==> config.mk <==
export PLATFORM = sky130hd
export DESIGN_NAME = cmt_reset_sequencer
export DESIGN_NICKNAME = d
export VERILOG_FILES = /design/src/rtl/cmt_reset_sequencer.sv
export SDC_FILE = /design/constraint.sdc
export NUM_CORES = 1
export LEC_CHECK = 0
export CORE_MARGIN = 2
export CORE_UTILIZATION = 40
export CTS_CLUSTER_SIZE = 24
export DETAILED_ROUTE_END_ITERATION = 12
export PLACE_DENSITY = 0.69
export SYNTH_ARGS = -nofsm -noshare
export SYNTH_HDL_FRONTEND = slang
export SYNTH_SLANG_ARGS = --single-unit
==> constraint.sdc <==
create_clock -name CLK_IN1 -period 2.3 [get_ports CLK_IN1]
set_input_delay 0.575 -clock CLK_IN1 [delete_from_list [all_inputs] [get_ports CLK_IN1]]
set_output_delay 0.575 -clock CLK_IN1 [all_outputs]
set_load 0.05 [all_outputs]
==> src/rtl/cmt_reset_sequencer.sv <==
// Clock tile reset sequencer: pulses the tile reset, qualifies lock,
// then releases the capture, filter and output domain resets in order.
module cmt_reset_sequencer #(
  parameter int CMT_RST_CYCLES = 8,
  parameter int LOCK_TIMEOUT   = 1024,
  parameter int STABLE_CYCLES  = 16,
  parameter int RELEASE_GAP    = 4,
  parameter int CNT_W          = 12
) (
  input  logic       CLK_IN1,
  input  logic       RST_N,
  input  logic       LOCKED,
  output logic       CMT_RESET,
  output logic [2:0] DOM_RST_N,
  output logic       READY,
  output logic [3:0] RETRY_CNT,
  output logic [2:0] STATE
);

  typedef enum logic [2:0] {
    S_CMT_RST   = 3'd0,
    S_WAIT_LOCK = 3'd1,
    S_STABLE    = 3'd2,
    S_REL       = 3'd3,
    S_RUN       = 3'd4
  } state_t;

  localparam logic [CNT_W-1:0] RST_LAST = CNT_W'(CMT_RST_CYCLES - 1);
  localparam logic [CNT_W-1:0] TO_LAST  = CNT_W'(LOCK_TIMEOUT - 1);
  localparam logic [CNT_W-1:0] STB_LAST = CNT_W'(STABLE_CYCLES - 1);
  localparam logic [CNT_W-1:0] GAP_LAST = CNT_W'(RELEASE_GAP - 1);

  state_t           state;
  logic [CNT_W-1:0] cnt;
  logic             lk_q1;
  logic             lk_s;

  assign STATE = state;

  // LOCKED comes from the tile's own clocking; bring it in here
  always_ff @(posedge CLK_IN1 or negedge RST_N) begin
    if (!RST_N) begin
      lk_q1 <= 1'b0;
      lk_s  <= 1'b0;
    end else begin
      lk_q1 <= LOCKED;
      lk_s  <= lk_q1;
    end
  end

  always_ff @(posedge CLK_IN1 or negedge RST_N) begin
    if (!RST_N) begin
      state     <= S_CMT_RST;
      cnt       <= '0;
      CMT_RESET <= 1'b1;
      DOM_RST_N <= 3'b000;
      READY     <= 1'b0;
      RETRY_CNT <= 4'd0;
    end else begin
      unique case (state)
        S_CMT_RST: begin
          CMT_RESET <= 1'b1;
          if (cnt == RST_LAST) begin
            state     <= S_WAIT_LOCK;
            cnt       <= '0;
            CMT_RESET <= 1'b0;
          end else begin
            cnt <= cnt + 1'b1;
          end
        end
        S_WAIT_LOCK: begin
          if (lk_s) begin
            state <= S_STABLE;
            cnt   <= '0;
          end else if (cnt == TO_LAST) begin
            if (RETRY_CNT != 4'hF)
              RETRY_CNT <= RETRY_CNT + 4'd1;
            state     <= S_CMT_RST;
            cnt       <= '0;
            CMT_RESET <= 1'b1;
          end else begin
            cnt <= cnt + 1'b1;
          end
        end
        S_STABLE: begin
          if (!lk_s) begin
            state <= S_WAIT_LOCK;
            cnt   <= '0;
          end else if (cnt == STB_LAST) begin
            state     <= S_REL;
            cnt       <= '0;
            DOM_RST_N <= 3'b001;
          end else begin
            cnt <= cnt + 1'b1;
          end
        end
        S_REL: begin
          if (!lk_s) begin
            state     <= S_WAIT_LOCK;
            cnt       <= '0;
            DOM_RST_N <= 3'b000;
            READY     <= 1'b0;
          end else if (cnt == GAP_LAST) begin
            cnt <= '0;
            if (!DOM_RST_N[1]) begin
              DOM_RST_N <= 3'b011;
            end else begin
              DOM_RST_N <= 3'b111;
              READY     <= 1'b1;
              state     <= S_RUN;
            end
          end else begin
            cnt <= cnt + 1'b1;
          end
        end
        S_RUN: begin
          if (!lk_s) begin
            state     <= S_WAIT_LOCK;
            cnt       <= '0;
            DOM_RST_N <= 3'b000;
            READY     <= 1'b0;
          end
        end
        default: begin
          state     <= S_CMT_RST;
          cnt       <= '0;
          CMT_RESET <= 1'b1;
          DOM_RST_N <= 3'b000;
          READY     <= 1'b0;
        end
      endcase
    end
  end

endmodule

==> metrics, run 1 <==
CTS tree done; Power per Cell Area between 900 and 1000 nW/um^2; prevailing post-synth register cell dfrtp_1; Worst VDD drop roughly 0.26 mV; final WL between 3 and 4 mm; Worst setup EP type register; Longest Clk Path Bufs 2; leak pwr between 0.8 and 0.9 nW; HPWL Detailed about 2.5 mm; DR DRC count 0; crit start category register; Worst Hold Class register to register; Yosys cell types between 40 and 50; Slew HR 0.5689; Synth top area share 0.4146; DIE HEIGHT roughly 65 um; Final Slew Violations 0; CTS Buf Count 3; clock sinks 26; depth of the CTS H-tree 1; commonest cells after routing, fill and taps aside nand2_1, dfrtp_1, buf_4; Post-synth ARST share 1.000; num rows 22; critical setup path kind register to register; first drt pass iteration count 5; fraction of layout cells with a size suffix above 1 0.2030; Final #Nets 204; final core utilization 0.5189; die area about 4300 sq um; hold-fix buffers at CTS 0; # setup viols final 0; ANT cells 0; first-pass GRT wire length approximately 5.9 mm; worst r2r src cnt[10]; overall routing resource usage 0.1812; CORE AREA ~3600 sq um; crit path max fanout 10; synthesized cell area roughly 1500 sq um; Critical path origin cnt[10]; commonest non-fill, non-tap cell in the layout nand2_1; final worst-path cycle share 0.9696; initial antenna violation count 0; grt total ovfl 0; R2R Setup Slk around 0.070 ns; setup TNS 0 ns; mean routed wirelength per cell roughly 14 um; Syn Inst Count roughly 170; Hold Fails Final Rpt 0; final clock skew 0.007420 ns; Synth Register Bits 26; number of buffers added on ports 14; DR vias ~1,300; setup ws final 0.06999 ns; r2r worst-path depth 5; RSZ-0062 raised after global routing no; Req. time, crit path ~2.5 ns; die extent in x ~65 um; Post-synth EDFFs 0; worst setup path endpoint cnt[0]; crit path DAT ~2.4 ns; syn_area_per_cell approximately 9 sq um; DP Worst Slack around 0.024 ns; Yosys Warn Count 0; sequential fraction of the synthesis area 0.4320; CTS clock-pin slew for the worst setup and hold paths 0.09 ns; min Tclk post-route about 2.2 ns; Reg-to-Reg End cnt[0]; DR vias/cell approximately 5.4; vias in the first global route between 1,000 and 1,500; Area Overhead vs Synth 24.96%; fmax 0.4484 GHz; top post-synthesis cells by area dfrtp_1, nand2_1, o22ai_1, o21ai_0, and2_1; status finished, final reports clean; 1st-iter DRT viols 88; total power around 1.8 mW; Clock Latency Late Sink between 0.2 and 0.3 ns; Mapped Nets 173; clock root cell clkbuf_8; effective utilization at floorplan 0.4153; Max-Cap Viols 0; ANT nets after route 0; Least-Margin Pin Slew 0.6467 ns; Final Wtd Congestion between 0.8 and 0.9; largest area contributor in the netlist dfrtp_1; largest net degree at the start of global routing 27; Ports 15
cells by family (layout without fill, tap and decap cells):
family                   Yosys count  in the layout  synth area share
AO/OA/AOI/OAI                     39             39            0.1766
AND/OR/NAND/NOR                   82             82            0.2977
multiplexers                       3              3           0.02239
XOR/XNOR                           3              3           0.01742
buffers and inverters             11             41           0.02902
adder cells (fa/ha/maj)            3              3           0.02488
flip-flops                        26             26            0.4320
through the flow:
| stage | hold WS, ns | cells | cell area, sq um |
|---|---|---|---|
| after floorplan | 0.2794 | 167 | 1509 |
| after global placement | 0.3327 | 241 | 1821 |
| final | 0.3574 | 245 | 1886 |
| after global routing | 0.3691 | 245 | 1886 |
| after detailed placement | 0.3434 | 241 | 1821 |
| after CTS | 0.3640 | 245 | 1866 |
sequential cells by signal, summed over array words and instances, names as in the netlist:
name and count:
READY 1, RETRY_CNT 4, CMT_RESET 1, lk_q1 1, lk_s 1, DOM_RST_N 3, STATE 3, cnt 12
critical path: stages (launching register included):
cell	delay, ns
dfrtp_1	0.44
or4_4	0.60
o31ai_2	0.29
o32ai_2	0.22
or2_4	0.32
mux2_2	0.26
synthesized netlist by cell type (all sizes together) (4+ instances only):
cell type / n
o22ai: 9
inv: 4
nor2: 10
o21ai: 12
and3: 4
nand4: 4
nor3: 5
dfrtp: 25
nor2b: 5
or2: 4
nand2: 28
nand3: 8
clkbuf: 5
and2: 6
final cells by class:
cell class	instances	area, sq um
Multi-Input combinational cell	130	833.3
Fill cell	350	1748
Inverter	4	15.01
Timing Repair Buffer	33	280.3
Tap cell	48	60.06
Sequential cell	26	651.9
Clock buffer	4	45.04
worst min-delay path by stage:
stage	start	slack [ns]	endpoint	cells past startpoint
4_1_cts	lk_q1	0.36	lk_s	0
3_3_place_gp	lk_q1	0.33	lk_s	0
6_report	lk_q1	0.36	lk_s	0
5_1_grt	lk_q1	0.37	lk_s	0
2_1_floorplan	RST_N	0.28	DOM_RST_N[0]	0
3_5_place_dp	lk_q1	0.34	lk_s	0
per-layer routing:
| metal | wire (um) | GRT usage | up-vias |
|---|---|---|---|
| met5 | 0 | 0 | - |
| met1 | 1621 | 0.2432 | 607 |
| li1 | - | - | 664 |
| met2 | 1557 | 0.2959 | 36 |
| met3 | 139 | 0.02226 | 6 |
| met4 | 62 | 0.07552 | 0 |
what timing repair did:
item                                    4_1_cts  5_1_grt
gates resized for setup                       0        3
endpoints found under the setup margin        0       18
setup buffers                                 0        0
power by group:
part	leakage, nW	switching [mW]	internal, mW	total [mW]
sequential	0.346	0.0538	0.539	0.593
clock	0.0228	0.144	0.124	0.269
combinational	0.508	0.574	0.380	0.954
(Power assumes the default switching activity.)
==> run 2, diff against run 1 <==
GPL_ROUTABILITY_DRIVEN = 0   (was default)
==> results of run 2 <==
No change in the layout: final DEF, timing and power equal those of run 1.
==> run 3, diff against run 2 <==
CAP_MARGIN = 10   (was default)
CORE_MARGIN = default   (was 2)
==> metrics, run 3 (synthesized netlist as in run 1, its figures left out) <==
status finished, final reports clean (unchanged); hold path startpoint lk_q1 (unchanged); die area 4022 sq um (was 4280 sq um); CP top delay family simple AND/OR/NAND/NOR gates (unchanged); DR vias/cell 5.579 (was 5.359); Hold Fails Final Rpt 0 (unchanged); Final Slew Violations 0 (unchanged); leak pwr 0.8736 nW (was 0.8762 nW); crit path max fanout 5 (was 10); CTS Buf Count 3 (unchanged); Worst Hold Class register to register (unchanged); clock root cell clkbuf_8 (unchanged); DIE HEIGHT 63.42 um (was 65.42 um); effective utilization at floorplan 0.4351 (was 0.4153); vias in the first global route 1,311 (was 1,241); HPWL Detailed 2.498 mm (was 2.485 mm); DR vias 1,350 (was 1,313); DR DRC count 0 (unchanged); min Tclk post-route 2.217 ns (was 2.230 ns); final WL 3.451 mm (was 3.380 mm); RSZ-0062 raised after global routing no (unchanged); overall routing resource usage 0.1900 (was 0.1812); worst r2r src cnt[6] (was cnt[10]); depth of the CTS H-tree 1 (unchanged); R2R Setup Slk 0.08 ns (was 0.07 ns); commonest non-fill, non-tap cell in the layout nand2_1 (unchanged); Finished Cell Area 1883 sq um (was 1886 sq um); setup ws final 0.08316 ns (was 0.06999 ns); Critical path origin cnt[6] (was cnt[10]); Power Internal 1.067 mW (was 1.043 mW); Worst VDD drop 0.4211 mV (was 0.2587 mV); slowest stage delay, CP 0.61 ns (was 0.60 ns); final worst-path cycle share 0.9638 (was 0.9696); register area 651.9 sq um (unchanged); largest reg by FF count cnt (unchanged); CTS clock-pin slew for the worst setup and hold paths 0.09 ns (about the same); first drt pass iteration count 4 (was 5); Clock power frac 0.162 (was 0.148); fmax 0.4511 GHz (was 0.4484 GHz); grt total ovfl 0 (unchanged); CORE AREA 3468 sq um (was 3633 sq um); Req. time, crit path 2.47 ns (about the same); initial antenna violation count 0 (unchanged); CTS tree done (unchanged); first-pass GRT wire length 5.954 mm (was 5.920 mm); die extent in x 63.42 um (was 65.42 um); Layout fillers 319 (was 350); clock sinks 26 (unchanged); Ports 15 (unchanged); Power per Cell Area 978.1 nW/um^2 (was 962.8 nW/um^2); number of buffers added on ports 14 (unchanged); largest net degree at the start of global routing 27 (unchanged); Switch Pwr 775.0 uW (was 772.1 uW); hold slack 0.3557 ns (was 0.3574 ns); # setup viols final 0 (unchanged); ANT nets after route 0 (unchanged); final clock skew 0.003569 ns (was 0.007420 ns); 1st-iter DRT viols 135 (was 88); DP Worst Slack 0.08893 ns (was 0.02382 ns); mean routed wirelength per cell 14.26 um (was 13.80 um); fraction of layout cells with a size suffix above 1 0.1939 (was 0.2030); Final #Nets 203 (was 204); Least-Margin Pin Slew 0.5118 ns (was 0.6467 ns); Longest Clk Path Bufs 2 (unchanged); fin cells 242 (was 245); Cell Area, Placed 1810 sq um (was 1821 sq um); Max-Cap Viols 0 (unchanged); Worst setup EP type register (unchanged); Sw Share 0.4208 (was 0.4253); total power 1.842 mW (was 1.815 mW); ANT cells 0 (unchanged); num rows 21 (was 22); Clock Latency Late Sink 0.27 ns (about the same); final core utilization 0.5429 (was 0.5189); buffer and inverter count on the worst path 1 (was 0); Area Overhead vs Synth 24.79% (was 24.96%); critical-path cell list or4_4 > o31ai_4 > o32ai_1 > buf_4 > or2_4 > mux2_2 (was or4_4 > o31ai_2 > o32ai_2 > or2_4 > mux2_2); footprint of the multi-input gates 830.8 sq um (was 833.3 sq um); largest registers cnt x12, RETRY_CNT x4 (unchanged); critical setup path kind register to register (unchanged); Largest register FFs 12 (unchanged); crit path DAT 2.38 ns (was 2.40 ns); commonest cells after routing, fill and taps aside nand2_1, dfrtp_1, buf_4 (unchanged); Slew HR 0.6577 (was 0.5689); Seq pwr share 0.331 (was 0.327); CP max-delay cell or4_4 (unchanged); crit start category register (unchanged); hold-fix buffers at CTS 0 (unchanged); setup TNS 0 ns (unchanged); logic gate share of total power 0.507 (was 0.525); placed cells 238 (was 241)
run 3: changes by cell type in the layout (fill, tap and decap cells not counted):
cell / delta
o32ai_2: -1
or4_1: +1
clkbuf_1: -1
o31ai_4: +1
or4_4: -1
o32ai_1: +1
o31ai_2: -1
clkbuf_8: +1
buf_4: -1
run 3: area by class of cell:
cell class	count	area share
sequential	26	0.3462
multi-input combinational	130	0.4412
clock buffer	4	0.02924
timing repair buffer	32	0.1449
inverter	4	0.007973
tap	46	0.03056
run 3: worst paths after layout:
| check | cells past startpoint | to |
|---|---|---|
| max | 6 | cnt[0] |
| min | 0 | lk_s |
| max reg2reg | 6 | cnt[0] |
| min reg2reg | 0 | lk_s |
| max in group asynchronous | 2 | CMT_RESET |
| min in group asynchronous | 2 | READY |
run 3: power by group through the flow:
stage / Combinational, mW / Clock, mW / Sequential (mW)
after detailed placement: 0.912 / 0 / 0.620
after CTS: 0.920 / 0.310 / 0.611
after global placement: 0.903 / 0 / 0.614
after floorplan: 0.429 / 0 / 0.794
final: 0.934 / 0.299 / 0.609
after global routing: 1.00 / 0.326 / 0.622
run 3: per-layer routing:
layer  GRT usage  vias up  wire (um)
met4     0.07102        0         15
met1      0.2420      650       1600
li1            -      665          -
met5           0        -          0
met3     0.03804        2        122
met2      0.3152       33       1711
run 3: what timing repair did:
action / in CTS / in global routing
setup buffers: 0 / 0
resized for setup: 0 / 2
endpoints found under the setup margin: 0 / 2
